--- src/rtl/systolic_pkg.sv ---
// systolic_pkg
// Shared definitions for the systolic-array drain logic.
// Holds the default array geometry, the drain FSM state encoding and the
// width of one lane slice on the skewed output bus.
package systolic_pkg;

  localparam int ARRAY_SIZE = 4;
  localparam int DATA_WIDTH = 4;
  localparam int LANE_W     = DATA_WIDTH;

  typedef enum logic [1:0] {
    ST_IDLE    = 2'd0,
    ST_CAPTURE = 2'd1,
    ST_DRAIN   = 2'd2
  } state_t;

endpackage

--- src/rtl/systolic_drain_row_buf.sv ---
// drain_row_buf
// N x N x W register file that collects one de-skewed result frame.
// Every column has its own write enable and row index, so a single cycle
// can drop each lane's element into a different row. One registered read
// port returns a whole row.
// Ports:
//   clk       rising-edge clock
//   reset     synchronous active-high reset, clears storage and read port
//   i_we      per-column write enable
//   i_wrRow   per-column destination row index
//   i_wrData  one element per column, column c at [c*W +: W]
//   i_rdEn    load the read register from row i_rdAddr
//   i_rdAddr  row to read
//   o_rdRow   registered row, column c at [c*W +: W]
module drain_row_buf #(
  parameter int N = 4,
  parameter int W = 4
) (
  input  logic                            clk,
  input  logic                            reset,
  input  logic [N-1:0]                    i_we,
  input  logic [N-1:0][$clog2(N)-1:0]     i_wrRow,
  input  logic [N*W-1:0]                  i_wrData,
  input  logic                            i_rdEn,
  input  logic [$clog2(N)-1:0]            i_rdAddr,
  output logic [N*W-1:0]                  o_rdRow
);

  // Storage indexed [row][column]; a row slice is already packed in the
  // same column order as the output bus.
  logic [N-1:0][N-1:0][W-1:0] r_mem;
  logic [N*W-1:0]             r_rdRow;

  // Each column writes independently, so one cycle of the skewed bus can
  // land its lanes in different rows.
  always_ff @(posedge clk) begin
    if (reset) begin
      r_mem <= '0;
    end else begin
      for (int c = 0; c < N; c++) begin
        if (i_we[c]) begin
          r_mem[i_wrRow[c]][c] <= i_wrData[c*W +: W];
        end
      end
    end
  end

  // The read register only reloads when asked, so the presented row stays
  // put while the consumer is stalled or the block is idle.
  always_ff @(posedge clk) begin
    if (reset) begin
      r_rdRow <= '0;
    end else if (i_rdEn) begin
      r_rdRow <= r_mem[i_rdAddr];
    end
  end

  assign o_rdRow = r_rdRow;

endmodule

--- src/rtl/systolic_drain.sv ---
// systolic_drain
// Receive end of the systolic array's bottom bus. Captures one skewed
// N x N result frame (lane c carries row r at cycle r+c), de-skews it into
// a row buffer and hands whole rows downstream over valid/ready.
// Ports:
//   clk         rising-edge clock
//   reset       synchronous active-high reset
//   start       marks the cycle in which row 0 of lane 0 is on in_bot
//   in_bot      skewed array output, lane c at [c*W +: W]
//   out_row     de-skewed row, column c at [c*W +: W]
//   out_valid   out_row holds a valid row
//   out_ready   downstream accepts the row when out_valid && out_ready
//   busy        high whenever a frame is being captured or drained
//   frame_done  one-cycle pulse on acceptance of the last row
//   start_err   sticky: start seen while busy, cleared only by reset
module systolic_drain #(
  parameter int ARRAY_SIZE = systolic_pkg::ARRAY_SIZE,
  parameter int DATA_WIDTH = systolic_pkg::LANE_W
) (
  input  logic                             clk,
  input  logic                             reset,
  input  logic                             start,
  input  logic [ARRAY_SIZE*DATA_WIDTH-1:0] in_bot,
  output logic [ARRAY_SIZE*DATA_WIDTH-1:0] out_row,
  output logic                             out_valid,
  input  logic                             out_ready,
  output logic                             busy,
  output logic                             frame_done,
  output logic                             start_err
);

  import systolic_pkg::*;

  localparam int N     = ARRAY_SIZE;
  localparam int K_W   = $clog2(2*N);
  localparam int ROW_W = $clog2(N);
  localparam logic [K_W-1:0]   K_LAST   = K_W'(2*N-2);
  localparam logic [ROW_W-1:0] ROW_LAST = ROW_W'(N-1);

  state_t                  r_state;
  state_t                  w_nextState;
  logic [K_W-1:0]          r_k;
  logic [ROW_W-1:0]        r_rdPtr;
  logic                    r_startErr;

  logic                    w_capture;
  logic [K_W-1:0]          w_k;
  logic [31:0]             w_kExt;
  logic [ROW_W-1:0]        w_rdAddr;
  logic                    w_rdEn;
  logic [N-1:0]            w_we;
  logic [N-1:0][ROW_W-1:0] w_wrRow;

  // Next-state and output decode. The start cycle itself is capture step
  // k=0, so IDLE already enables writes when start arrives. The read
  // address looks one step ahead so the registered row lines up with the
  // pointer that will be current next cycle.
  always_comb begin
    w_nextState = r_state;
    w_capture   = 1'b0;
    w_k         = r_k;
    w_rdAddr    = r_rdPtr;
    out_valid   = 1'b0;
    frame_done  = 1'b0;
    case (r_state)
      ST_IDLE: begin
        if (start) begin
          w_capture   = 1'b1;
          w_k         = '0;
          w_nextState = ST_CAPTURE;
        end
      end
      ST_CAPTURE: begin
        w_capture = 1'b1;
        if (r_k == K_LAST) begin
          w_nextState = ST_DRAIN;
          w_rdAddr    = '0;
        end
      end
      ST_DRAIN: begin
        out_valid = 1'b1;
        if (out_ready) begin
          if (r_rdPtr == ROW_LAST) begin
            frame_done  = 1'b1;
            w_nextState = ST_IDLE;
          end else begin
            w_rdAddr = r_rdPtr + ROW_W'(1);
          end
        end
      end
      default: w_nextState = ST_IDLE;
    endcase
  end

  assign w_rdEn = (w_nextState == ST_DRAIN);
  assign busy   = (r_state != ST_IDLE);
  assign w_kExt = 32'(w_k);

  // Lane c holds row k-c on capture step k; anything outside 0..N-1 is
  // skew padding and must not reach the buffer.
  for (genvar c = 0; c < N; c++) begin : g_lane
    assign w_we[c]    = w_capture && (w_kExt >= 32'(c)) && (w_kExt < 32'(c + N));
    assign w_wrRow[c] = ROW_W'(w_kExt - 32'(c));
  end

  // State register.
  always_ff @(posedge clk) begin
    if (reset) begin
      r_state <= ST_IDLE;
    end else begin
      r_state <= w_nextState;
    end
  end

  // Capture step and drain pointer. Both return to zero when their phase
  // ends so the next frame starts clean.
  always_ff @(posedge clk) begin
    if (reset) begin
      r_k     <= '0;
      r_rdPtr <= '0;
    end else begin
      case (r_state)
        ST_IDLE: begin
          if (start) begin
            r_k <= K_W'(1);
          end
        end
        ST_CAPTURE: begin
          if (r_k == K_LAST) begin
            r_k     <= '0;
            r_rdPtr <= '0;
          end else begin
            r_k <= r_k + K_W'(1);
          end
        end
        ST_DRAIN: begin
          if (out_ready) begin
            r_rdPtr <= (r_rdPtr == ROW_LAST) ? '0 : r_rdPtr + ROW_W'(1);
          end
        end
        default: begin
          r_k     <= '0;
          r_rdPtr <= '0;
        end
      endcase
    end
  end

  // A start that arrives mid-frame is dropped, but we remember it.
  always_ff @(posedge clk) begin
    if (reset) begin
      r_startErr <= 1'b0;
    end else if (start && (r_state != ST_IDLE)) begin
      r_startErr <= 1'b1;
    end
  end

  assign start_err = r_startErr;

  drain_row_buf #(
    .N (N),
    .W (DATA_WIDTH)
  ) u_rowBuf (
    .clk      (clk),
    .reset    (reset),
    .i_we     (w_we),
    .i_wrRow  (w_wrRow),
    .i_wrData (in_bot),
    .i_rdEn   (w_rdEn),
    .i_rdAddr (w_rdAddr),
    .o_rdRow  (out_row)
  );

endmodule

--- config.mk ---
export PLATFORM = sky130hd
export DESIGN_NAME = systolic_drain
export DESIGN_NICKNAME = d
export VERILOG_FILES = /design/src/rtl/systolic_pkg.sv /design/src/rtl/systolic_drain_row_buf.sv /design/src/rtl/systolic_drain.sv
export SDC_FILE = /design/constraint.sdc
export NUM_CORES = 1
export LEC_CHECK = 0
export CORE_AREA = 3 3 144 111
export CTS_BUF_LIST = sky130_fd_sc_hd__clkbuf_4 sky130_fd_sc_hd__clkbuf_8
export CTS_CLUSTER_DIAMETER = 200
export CTS_CLUSTER_SIZE = 28
export DETAILED_ROUTE_END_ITERATION = 6
export DIE_AREA = 0 0 147 114
export PLACE_DENSITY = 0.49
export SKIP_LAST_GASP = 1
export SLEW_MARGIN = 20
export SYNTH_ARGS = -nofsm -noshare
export SYNTH_HDL_FRONTEND = slang
export SYNTH_SLANG_ARGS = --single-unit
export TNS_END_PERCENT = 100
--- constraint.sdc ---
create_clock -name clk -period 2.2 [get_ports clk]
set_input_delay 0.44 -clock clk [delete_from_list [all_inputs] [get_ports clk]]
set_output_delay 0.44 -clock clk [all_outputs]
set_load 0.01 [all_outputs]
==> results summary, run 1 <==
Setup repair after global routing could not meet its margin everywhere. After technology mapping, the gate count stands at around 390. For the worst setup path, the data required time is roughly 2500 ps.

The number of cells on the critical path came out at 7. The post-route netlist has between 10% and 20% of its cells at a drive strength greater than 1. The starting density of the core came out at roughly a quarter. The ratio of final minimum period to clock period came out at around 97%. Setup violations remaining at the end of the flow were counted as 0. The number of hold violations in the final report is 0. The relative slew slack is about two thirds. The largest single stage delay on the critical path is roughly 550 ps. The growth of design area from synthesis to finish came out at 30.3%. The number of top-level design ports is 40.

The signal on the critical path passes through inv_2, ha_4, nand3_1, o211ai_4, buf_12, mux4_1, a22o_1. The HPWL after detailed placement came out at ~7100 um. The die covers about 17,000 um2. The placer congestion estimate is ~0.73. The net total in the final layout came out at about 480. The worst-case IR drop observed on VDD is about 0.28 mV.

The maximum number of pins on one net before global-route repair is 30. The clock arrives with just over 7 ps of skew. The class of the most critical hold timing path is flop to flop. The arrival time at the worst endpoint came out at 2380 ps.

The number of antenna cells inserted is 0. The post-synthesis sequential area ratio came out at approximately 46%. The number of fill cells came out at about 1,500. The die is around 150 um wide. The depth of the most critical reg-to-reg path is 7. The maximum clock rate is approximately 470 MHz. The per-cell routed wire length is 15.2 um.

Along the worst path, the maximum fanout reaches 8. For this design, the slowest cell found on the critical path is mux4_1. After detailed routing, the number of remaining DRC violations is 0. The total core area came out at approximately 15,000 um2. The total routing usage reported by global routing is 12.0%. The startpoint identified for the worst hold timing path is u_rowBuf.r_mem[48]. The fraction of met1 tracks used by global routing came out at roughly 17%. The average via count per standard cell came out at 4.52. The number of nets still failing antenna checks after routing is 0.

The first global-routing pass estimated between 15,000 and 20,000 um of wire. The count of buffer and inverter cells on the critical path is 2. The number of nets in the synthesized netlist is approximately 410. For the pin with the worst max-slew slack, the measured transition is 517 ps. The total power density per cell area came out at about 600 nW/um2. Summing internal, switching and leakage power gives 3.03 mW.

The die boundary height came out at approximately 110 um. The number of sinks handled by clock tree synthesis came out at a little under 90. The cell count of the worst hold path is 2. The minimum period implied by the final worst setup slack is about 2100 ps.

The maximum level of the CTS H-tree came out at 3. After floorplanning, the core was divided into 38 placement rows. The most used routing layer is met2. Max-cap violations in this run came to 0.

STA classifies the critical path endpoint as a flop. The clock latency reported for the late side of the worst-skew pair is between 300 and 400 ps. The cell sitting at the root of the clock tree is a clkbuf_8.

For this block, the via count after detailed routing is roughly 3,000. During placement, the flow inserted port buffers numbering 39. The first TritonRoute pass finished after 5 iterations.

The category of the worst setup path launch point is a flop. In this run, distinct cell masters in the synthesized netlist total around 40. The total global routing overflow is 0. The family with the most delay on the worst path is multiplexers. The number of slew-limit violations in the final report is 0. The initial antenna violation count came to 0. The count of warnings emitted by yosys is 0.

After synthesis, the mean cell area works out to 9.86 um2. The number of global-route vias before repair came out at 2,880. For this run, global-route usage on met2 was measured as about a fifth. The leakage power came out at 1.85 nW. In this run the worst setup path begins at r_state[0]. Counting along the longest clock path gives a buffer depth of 2. The synthesized flop and latch total came out at 88. The number of buffers added to fix hold violations after cts is 0. The number of buffers created by CTS came out at 9. The total area of multi-input combinational cells came out at between 1500 and 2000 um2. For met3 alone, demand over resource in global routing was 3.06%.

The initial DRC count is between 100 and 150. The clock-pin slew of the registers on the worst-case setup and hold paths is roughly 90 ps. The critical path is of the flop to flop type.

The total standard cell area after synthesis came out at approximately 3800 um2. The sequential cell area came out at 1770 um2. The final total negative setup slack came out at 0 ps. The TritonCTS clock tree is done. The final layout contains routed wiring with a total length of ~10000 um. The flow ran to the end, and the final reports show no timing, DRC or antenna violations. The startpoint of the worst register-to-register path is r_state[0].
## through the flow
stage	setup slack (ps)	hold WS, ps	utilization (%)	instances	cell area [um2]
finish	76.1	454	34.0	655	4950
global route	-17.1	481	34.0	655	4950
CTS	-13.9	459	33.6	654	4880
detailed placement	-261	446	32.1	638	4670
global placement	-245	438	32.1	638	4670
floorplan	4.65	432	-	385	3800
## worst paths after layout
path                            slack, ps                   to
worst max-delay path                   80  u_rowBuf.o_rdRow[8]
worst min-delay path                  450   u_rowBuf.r_mem[48]
worst max register to register         80  u_rowBuf.o_rdRow[8]
worst min register to register        450   u_rowBuf.r_mem[48]
## kinds of logic after synthesis
| group | synth area share [%] |
|---|---|
| DFF | 46.4 |
| buffers and inverters | 4.12 |
| AOI/OAI and AO/OA | 13.8 |
| and+or+nand+nor | 15.7 |
| adders and majority gates | 2.31 |
| muxes | 17.7 |
## timing repair
action | in CTS | in global routing
setup buffers | 0 | 1
resized for setup | 5 | 16
pin swaps | 0 | 4
endpoints found under the setup margin | 18 | 54
## flip-flops by register name, summed over array words and instances, names as in the netlist
name	cells
u_rowBuf.r_mem	64
r_rdPtr	2
start_err	1
r_state	2
r_k	3
u_rowBuf.o_rdRow	16
## layer usage
layer | vias to the layer above | share of wire (%)
met5 | - | 0
met2 | 53 | 44
met3 | 10 | 3.8
met1 | 1412 | 51
met4 | 0 | 1.1
li1 | 1487 | -
## synthesized netlist by cell type
| master | instances | area (um2) |
|---|---|---|
| a21oi_1 | 41 | 205 |
| a21o_1 | 1 | 7.51 |
| mux4_2 | 8 | 180 |
| buf_6 | 3 | 33.8 |
| mux4_1 | 8 | 210 |
| o32ai_1 | 1 | 8.76 |
| and4b_1 | 2 | 20.0 |
| nor3_1 | 3 | 15.0 |
| nand2_1 | 71 | 267 |
| ha_1 | 7 | 87.6 |
| nor2_1 | 36 | 135 |
| a2111o_1 | 1 | 11.3 |
| nor2b_1 | 4 | 25.0 |
| and3_1 | 2 | 12.5 |
| a21oi_2 | 1 | 8.76 |
| a211oi_2 | 1 | 12.5 |
| buf_1 | 1 | 3.75 |
| o211ai_4 | 1 | 21.3 |
| nand3b_2 | 1 | 11.3 |
| a311oi_1 | 1 | 8.76 |
| o21ai_2 | 1 | 8.76 |
| mux2i_1 | 28 | 280 |
| dfxtp_1 | 88 | 1760 |
| o21ai_0 | 3 | 15.0 |
| inv_1 | 7 | 26.3 |
| a21oi_4 | 1 | 16.3 |
| a2bb2oi_1 | 1 | 8.76 |
| nand2b_1 | 2 | 12.5 |
| nand3b_1 | 1 | 7.51 |
| nand3_1 | 13 | 65.1 |
| a211o_1 | 1 | 8.76 |
| a22o_1 | 16 | 140 |
| clkbuf_1 | 14 | 52.6 |
| or3_1 | 1 | 6.26 |
| a21boi_0 | 1 | 7.51 |
| o31a_1 | 1 | 8.76 |
| nor2b_2 | 1 | 8.76 |
| o21ai_4 | 1 | 16.3 |
| nor3b_2 | 1 | 12.5 |
| a32oi_1 | 1 | 8.76 |
| buf_2 | 8 | 40.0 |
## where the power goes
part | leakage [nW] | internal [mW] | switching, mW | total, mW
Sequential | 0.711 | 1.61 | 0.00873 | 1.62
Combinational | 1.05 | 0.115 | 0.143 | 0.258
Clock | 0.0885 | 0.532 | 0.623 | 1.16
Total | 1.85 | 2.25 | 0.774 | 3.03
## cells in the final DEF (no fill, tap or decap), types with 2 or more instances in the layout
| master | count |
|---|---|
| nand2b_1 | 2 |
| a21oi_2 | 2 |
| dfxtp_1 | 86 |
| clkinvlp_4 | 4 |
| mux2i_1 | 28 |
| a21oi_1 | 40 |
| inv_6 | 2 |
| nor3_1 | 3 |
| buf_12 | 5 |
| and4b_1 | 2 |
| nand3_1 | 13 |
| clkdlybuf4s50_1 | 37 |
| clkbuf_8 | 9 |
| buf_6 | 3 |
| nor2_1 | 35 |
| ha_4 | 2 |
| nor2b_1 | 3 |
| nand2_1 | 70 |
| mux4_1 | 8 |
| buf_4 | 33 |
| o21ai_0 | 3 |
| and3_1 | 2 |
| ha_1 | 4 |
| mux4_2 | 8 |
| o21ai_4 | 2 |
| inv_1 | 5 |
| inv_2 | 2 |
| a22o_1 | 16 |
| nor2b_4 | 2 |
## cell type report
cell class | count | share of cell area (%)
clock buffer | 9 | 2.50
clock inverter | 7 | 1.57
inverter | 7 | 0.531
multi-input combinational | 264 | 39.1
sequential | 88 | 35.7
tap | 200 | 5.06
timing repair buffer | 80 | 15.5
## worst reg2reg max path, stage by stage (launching register included)
cell	delay (ps)
dfxtp_1	360
inv_2	80
ha_4	280
nand3_1	120
o211ai_4	240
buf_12	170
mux4_1	560
a22o_1	210
Power figures use the tool's default switching activity.
==> run 2, diff against run 1 <==
ABC_AREA = 0   (was unset)
CTS_CLUSTER_DIAMETER = 30   (was 200)
CTS_CLUSTER_SIZE = 8   (was 28)
==> results of run 2 <==
The final DEF is identical to that of run 1; final timing and power are the same.
